### config.mk
export PLATFORM = sky130hd
export DESIGN_NAME = stage_mem
export DESIGN_NICKNAME = d
export VERILOG_FILES = /design/src/rtl/stage_mem.sv
export SDC_FILE = /design/constraint.sdc
export NUM_CORES = 1
export LEC_CHECK = 0
export ABC_AREA = 1
export BUFFER_PORTS_ARGS = -buffer_cell sky130_fd_sc_hd__buf_2
export CAP_MARGIN = 20
export CORE_AREA = 2 2 150 152
export DETAILED_ROUTE_END_ITERATION = 8
export DIE_AREA = 0 0 152 154
export PLACE_DENSITY = 0.5
export SYNTH_ARGS = -nofsm -noshare
export SYNTH_HDL_FRONTEND = slang
export SYNTH_SLANG_ARGS = --single-unit
### constraint.sdc
create_clock -name clk -period 4.9 [get_ports clk]
set_clock_uncertainty 0.2 [all_clocks]
set_input_delay 1.47 -clock clk [delete_from_list [all_inputs] [get_ports clk]]
set_output_delay 1.47 -clock clk [all_outputs]
set_load 0.01 [all_outputs]
### src/rtl/stage_mem.sv
// Memory-access stage: drives the data-memory request/ack bus for loads and
// stores, stalls the front of the pipeline while a transaction is open.
module stage_mem (
   input  logic        clk,
   input  logic        rst,
   input  logic        mem_i_valid,
   input  logic        mem_i_dm2rf,
   input  logic        mem_i_hilowe,
   input  logic        mem_i_rfwe,
   input  logic [4:0]  mem_i_rfwa,
   input  logic [63:0] mem_i_mulres,
   input  logic [31:0] mem_i_alures,
   input  logic [31:0] mem_i_dmdin,
   input  logic [4:0]  mem_i_memop,
   output logic        dm_req,
   output logic        dm_we,
   output logic [3:0]  dm_be,
   output logic [31:0] dm_addr,
   output logic [31:0] dm_wdata,
   input  logic        dm_ack,
   input  logic [31:0] dm_rdata,
   output logic        stall_req,
   output logic        mem_o_valid,
   output logic        mem_o_rfwe,
   output logic        mem_o_hilowe,
   output logic [4:0]  mem_o_rfwa,
   output logic [63:0] mem_o_mulres,
   output logic [31:0] mem_o_wbdata,
   output logic        mem_o_adel,
   output logic        mem_o_ades,
   output logic [31:0] mem_o_badvaddr
);

   // state | meaning
   // IDLE  | no transaction open; pass-through or issue a new request
   // BUSY  | request outstanding, waiting for dm_ack
   // DONE  | data captured in ld_q; present the instruction for one cycle
   typedef enum logic [1:0] {IDLE = 2'd0, BUSY = 2'd1, DONE = 2'd2} state_t;

   state_t      state_q, state_d;
   logic [31:0] ld_q, ld_d;

   logic        op_load, op_store, op_uns, is_mem, aligned, access, misal, show;
   logic [1:0]  op_size;
   logic [3:0]  be_c;
   logic [31:0] wdata_c, ld_shift, ld_ext;

   always_comb begin
      op_load  = mem_i_memop[4];
      op_store = mem_i_memop[3];
      op_size  = mem_i_memop[2:1];
      op_uns   = mem_i_memop[0];
      is_mem   = mem_i_valid & (op_load | op_store);
      case (op_size)
         2'b00:   aligned = 1'b1;
         2'b01:   aligned = ~mem_i_alures[0];
         default: aligned = (mem_i_alures[1:0] == 2'b00);
      endcase
      access = is_mem & aligned;
      misal  = is_mem & ~aligned;

      case (op_size)
         2'b00: begin
            be_c    = 4'b0001 << mem_i_alures[1:0];
            wdata_c = {4{mem_i_dmdin[7:0]}};
         end
         2'b01: begin
            be_c    = mem_i_alures[1] ? 4'b1100 : 4'b0011;
            wdata_c = {2{mem_i_dmdin[15:0]}};
         end
         default: begin
            be_c    = 4'b1111;
            wdata_c = mem_i_dmdin;
         end
      endcase

      // Little-endian lane select; for word accesses the shift is zero.
      ld_shift = ld_q >> {mem_i_alures[1:0], 3'b000};
      case (op_size)
         2'b00:   ld_ext = op_uns ? {24'h0, ld_shift[7:0]}
                                  : {{24{ld_shift[7]}}, ld_shift[7:0]};
         2'b01:   ld_ext = op_uns ? {16'h0, ld_shift[15:0]}
                                  : {{16{ld_shift[15]}}, ld_shift[15:0]};
         default: ld_ext = ld_shift;
      endcase

      state_d = state_q;
      ld_d    = ld_q;
      case (state_q)
         IDLE: if (access) begin
            if (dm_ack) begin
               ld_d    = dm_rdata;
               state_d = DONE;
            end else begin
               state_d = BUSY;
            end
         end
         BUSY: if (!access) begin
            state_d = IDLE;
         end else if (dm_ack) begin
            ld_d    = dm_rdata;
            state_d = DONE;
         end
         default: state_d = IDLE;
      endcase

      dm_req    = access & (state_q != DONE);
      stall_req = dm_req;
      dm_we     = dm_req & op_store;
      dm_be     = dm_req ? be_c : 4'b0000;
      dm_addr   = dm_req ? {mem_i_alures[31:2], 2'b00} : 32'h0;
      dm_wdata  = dm_req ? wdata_c : 32'h0;

      // Exactly one visible cycle per instruction: memory ops only in DONE.
      show           = mem_i_valid & ~(access & (state_q != DONE));
      mem_o_valid    = show;
      mem_o_rfwe     = show & mem_i_rfwe & ~misal;
      mem_o_hilowe   = show & mem_i_hilowe & ~misal;
      mem_o_rfwa     = show ? mem_i_rfwa : 5'd0;
      mem_o_mulres   = show ? mem_i_mulres : 64'h0;
      mem_o_wbdata   = show ? ((access & mem_i_dm2rf) ? ld_ext : mem_i_alures) : 32'h0;
      mem_o_adel     = show & misal & op_load;
      mem_o_ades     = show & misal & op_store & ~op_load;
      mem_o_badvaddr = (show & misal) ? mem_i_alures : 32'h0;
   end

   always_ff @(posedge clk or posedge rst) begin
      if (rst) begin
         state_q <= IDLE;
         ld_q    <= 32'h0;
      end else begin
         state_q <= state_d;
         ld_q    <= ld_d;
      end
   end

endmodule

==> flow_metrics.py <==
metrics = {
    "worst_setup_path": {
        "worst_path_largest_cell_delay_ns": 0.30,
        "critPathLaunchType": "input pin",
        "critical_path_required_ns": 3.23,
        "crit_path_end_kind": "output port",
        "path_delay_family": "buffers and inverters",
        "data_arrival_time_at_the_worst_slack_endpoint_ns": 3.01,
        "crit_path_cell_trace": "buf_2 > inv_2 > o21ai_2 > nand2_2 > nand3_2 > nand2_4 > buf_4 > buf_4 > nor2_1 > buf_2",
        "reg2reg_to": "ld_q[5]",
        "r2r_start": "state_q[1]",
        "critPathSlowestCell": "sky130_fd_sc_hd__buf_4",
        "worst_r2r_path_depth": 5,
        "worst-path-max-fanout": 25,
        "criticalPathCategory": "in2out",
        "worst-r2r-setup-slack_ns": 3.44,
        "critical_path.n_buffers_inverters": 5,
    },
    "outcome": {
        "run_status": "complete, no violations",
    },
    "drt": {
        "routedWlPerCell_um": 16.6,
        "detailedRoute.firstIterationViolations": 480,
        "antenna_left": 0,
        "drt-total-wl_um": 23500,
        "vias": 5959,
        "drtPass1Iterations": 5,
        "avgViaCountPerCell": 4.22,
        "drc": 0,
    },
    "cts": {
        "post_cts.resized_instances": 0,
        "htree_levels": 2,
        "clock_tree.buffer_depth": 2,
        "cts_root_cell": "sky130_fd_sc_hd__clkbuf_16",
        "tritoncts": "done",
        "worst_setup_hold_path_clk_slew_ns": 0.05,
        "clock_insertion_delay_worst_skew_ns": 0.27,
        "holdBufCountCts": 0,
        "cts_made_buffers": 5,
        "post_cts.repair.setup_buffers": 0,
        "clock_sinks": 34,
    },
    "grt": {
        "grt_remaining_overflow": 0,
        "total_routing_resource_utilization_after_global_routing": 0.189,
        "grt.busiest_layer": "met2",
        "grtUsageMet1": 0.230,
        "grt_pass1_wl_um": 34400,
        "number_of_global_route_vias_before_repair": 5705,
        "grt_use_met3": 0.0344,
        "initial_antenna_violation_count": 4,
        "gr-usage-met2": 0.330,
        "grt_start_max_net_pins": 40,
    },
    "placed_design": {
        "global_placer_s_final_weighted_congestion": 0.939,
        "dp.cells": 1404,
        "io_buffer_count": 383,
        "place_hpwl_um": 20200,
    },
    "layout": {
        "final_layout_size_suffix_gt1_frac": 0.393,
        "commonest_non_fill_non_tap_cell_in_the_layout": "sky130_fd_sc_hd__buf_2",
        "seqCellArea_um2": 851,
        "final_net_count": 1308,
        "most-common-layout-cells": "sky130_fd_sc_hd__buf_2 (383), sky130_fd_sc_hd__nand2_1 (218), sky130_fd_sc_hd__nor2_1 (203)",
        "multiInputGateArea_mm2": 0.00236,
        "num-fill-cells": 2573,
        "final-instance-count-excl-fill": 1413,
        "areaGrowthSynthToFinish_pct": 58.9,
    },
    "die": {
        "design.die.area_mm2": 0.0234,
        "initial_utilization": 0.183,
        "io_pins": 386,
        "die_height_um": 154,
        "die_w_um": 152,
        "rows": 54,
        "floorplan.core_area_mm2": 0.0217,
    },
    "hold_path": {
        "hold_path_depth": 1,
        "worst_hold_path_type": "reg2reg",
        "worst_hold_path.endpoint": "state_q[0]",
        "hp-start": "state_q[1]",
    },
    "run": {
        "cap_viol_max_count": 0,
    },
    "timing": {
        "final.min_clock_period_ns": 4.68,
        "final_hold_viol_count": 0,
        "setup_violations": 0,
        "setup_total_negative_slack_ns": 0,
        "max_slew.worst_pin.slew_ns": 0.519,
        "rsz0062_at_grt": "no",
        "max_slew_margin": 0.654,
        "fmaxAchievable_mhz": 214,
        "final_worst_path_cycle_share": 0.955,
        "slew_viol_final": 0,
    },
    "yosys": {
        "syn_avg_cell_area_um2": 5.19,
        "yosys_register_bits": 34,
        "yosysWarningCount": 0,
        "synthesis.area_mm2": 0.00396,
        "ys_seq_area_frac": 0.215,
        "synthCells": 764,
        "yosys.cell_types.count": 28,
    },
    "power_and_ir_drop": {
        "ir_worst_vdd_v": 0.000232,
        "leakage_uw": 0.00429,
        "power.density_cell_area_mw_per_mm2": 207,
    },
}
==> cell type report <==
type                    count  area share
diodes                      1    0.000397
clock buffers               7      0.0226
clock inverters             1    0.000794
inverters                 128      0.0765
multi-input cells         554       0.375
flip-flops and latches     34       0.135
well taps                 280      0.0556
repair buffers            408       0.334
==> synthesized netlist by cell type, drive strengths merged <==
cell type | count | area, um2
a21oi | 42 | 244
o22ai | 8 | 50.1
dfrtp | 34 | 851
o21a | 1 | 7.51
nand3 | 15 | 97.6
o21ai | 44 | 224
o31ai | 3 | 22.5
nand2 | 223 | 855
clkbuf | 12 | 45.0
buf | 37 | 233
inv | 127 | 477
conb | 1 | 3.75
clkinv | 1 | 5.00
nor3 | 2 | 10.0
nor2 | 204 | 768
a22oi | 7 | 52.6
or2 | 3 | 18.8
==> report_power, final <==
part | total [uW] | switching (uW) | internal, uW
clock | 309 | 107 | 201
sequential | 396 | 54.5 | 341
combinational | 598 | 370 | 227
==> state kept, by name (all words and copies together) (netlist names) <==
signal / flops
state_q: 2
ld_q: 32
==> layer usage <==
metal,share of wire,routed length [um]
met1,0.40,9390
met5,0.0013,31
met4,0.041,960
met3,0.073,1720
met2,0.48,11400
==> cells by family after synthesis <==
logic type	after synthesis	synth area share
flops	34	0.215
other cells	1	0.000946
simple gates	447	0.441
buf+inv	177	0.192
compound gates	105	0.152
==> how the worst max path moves through the flow <==
stage                    startpoint               end  slack (ns)  depth (start not counted)
finish              mem_i_alures[0]  mem_o_mulres[39]        0.22                         10
global placement    mem_i_alures[0]  mem_o_mulres[57]        0.29                         10
CTS                 mem_i_alures[0]  mem_o_mulres[57]        0.23                         10
detailed placement  mem_i_alures[0]  mem_o_mulres[57]        0.23                         10
global route        mem_i_alures[0]  mem_o_mulres[39]        0.05                         10
floorplan            mem_i_memop[2]  mem_o_wbdata[29]        0.64                         10
==> through the flow <==
step	area, um2	hold slack [ns]	utilization	worst slack, ns	total power, uW
3_3_place_gp	6150	0.254	0.284	0.286	1000
4_1_cts	6300	0.258	0.290	0.229	1320
2_1_floorplan	3970	0.232	-	0.641	713
6_report	6300	0.268	0.290	0.221	1300
5_1_grt	6300	0.278	0.290	0.0547	1400
3_5_place_dp	6150	0.254	0.284	0.228	1000
Power figures use the tool's default switching activity.
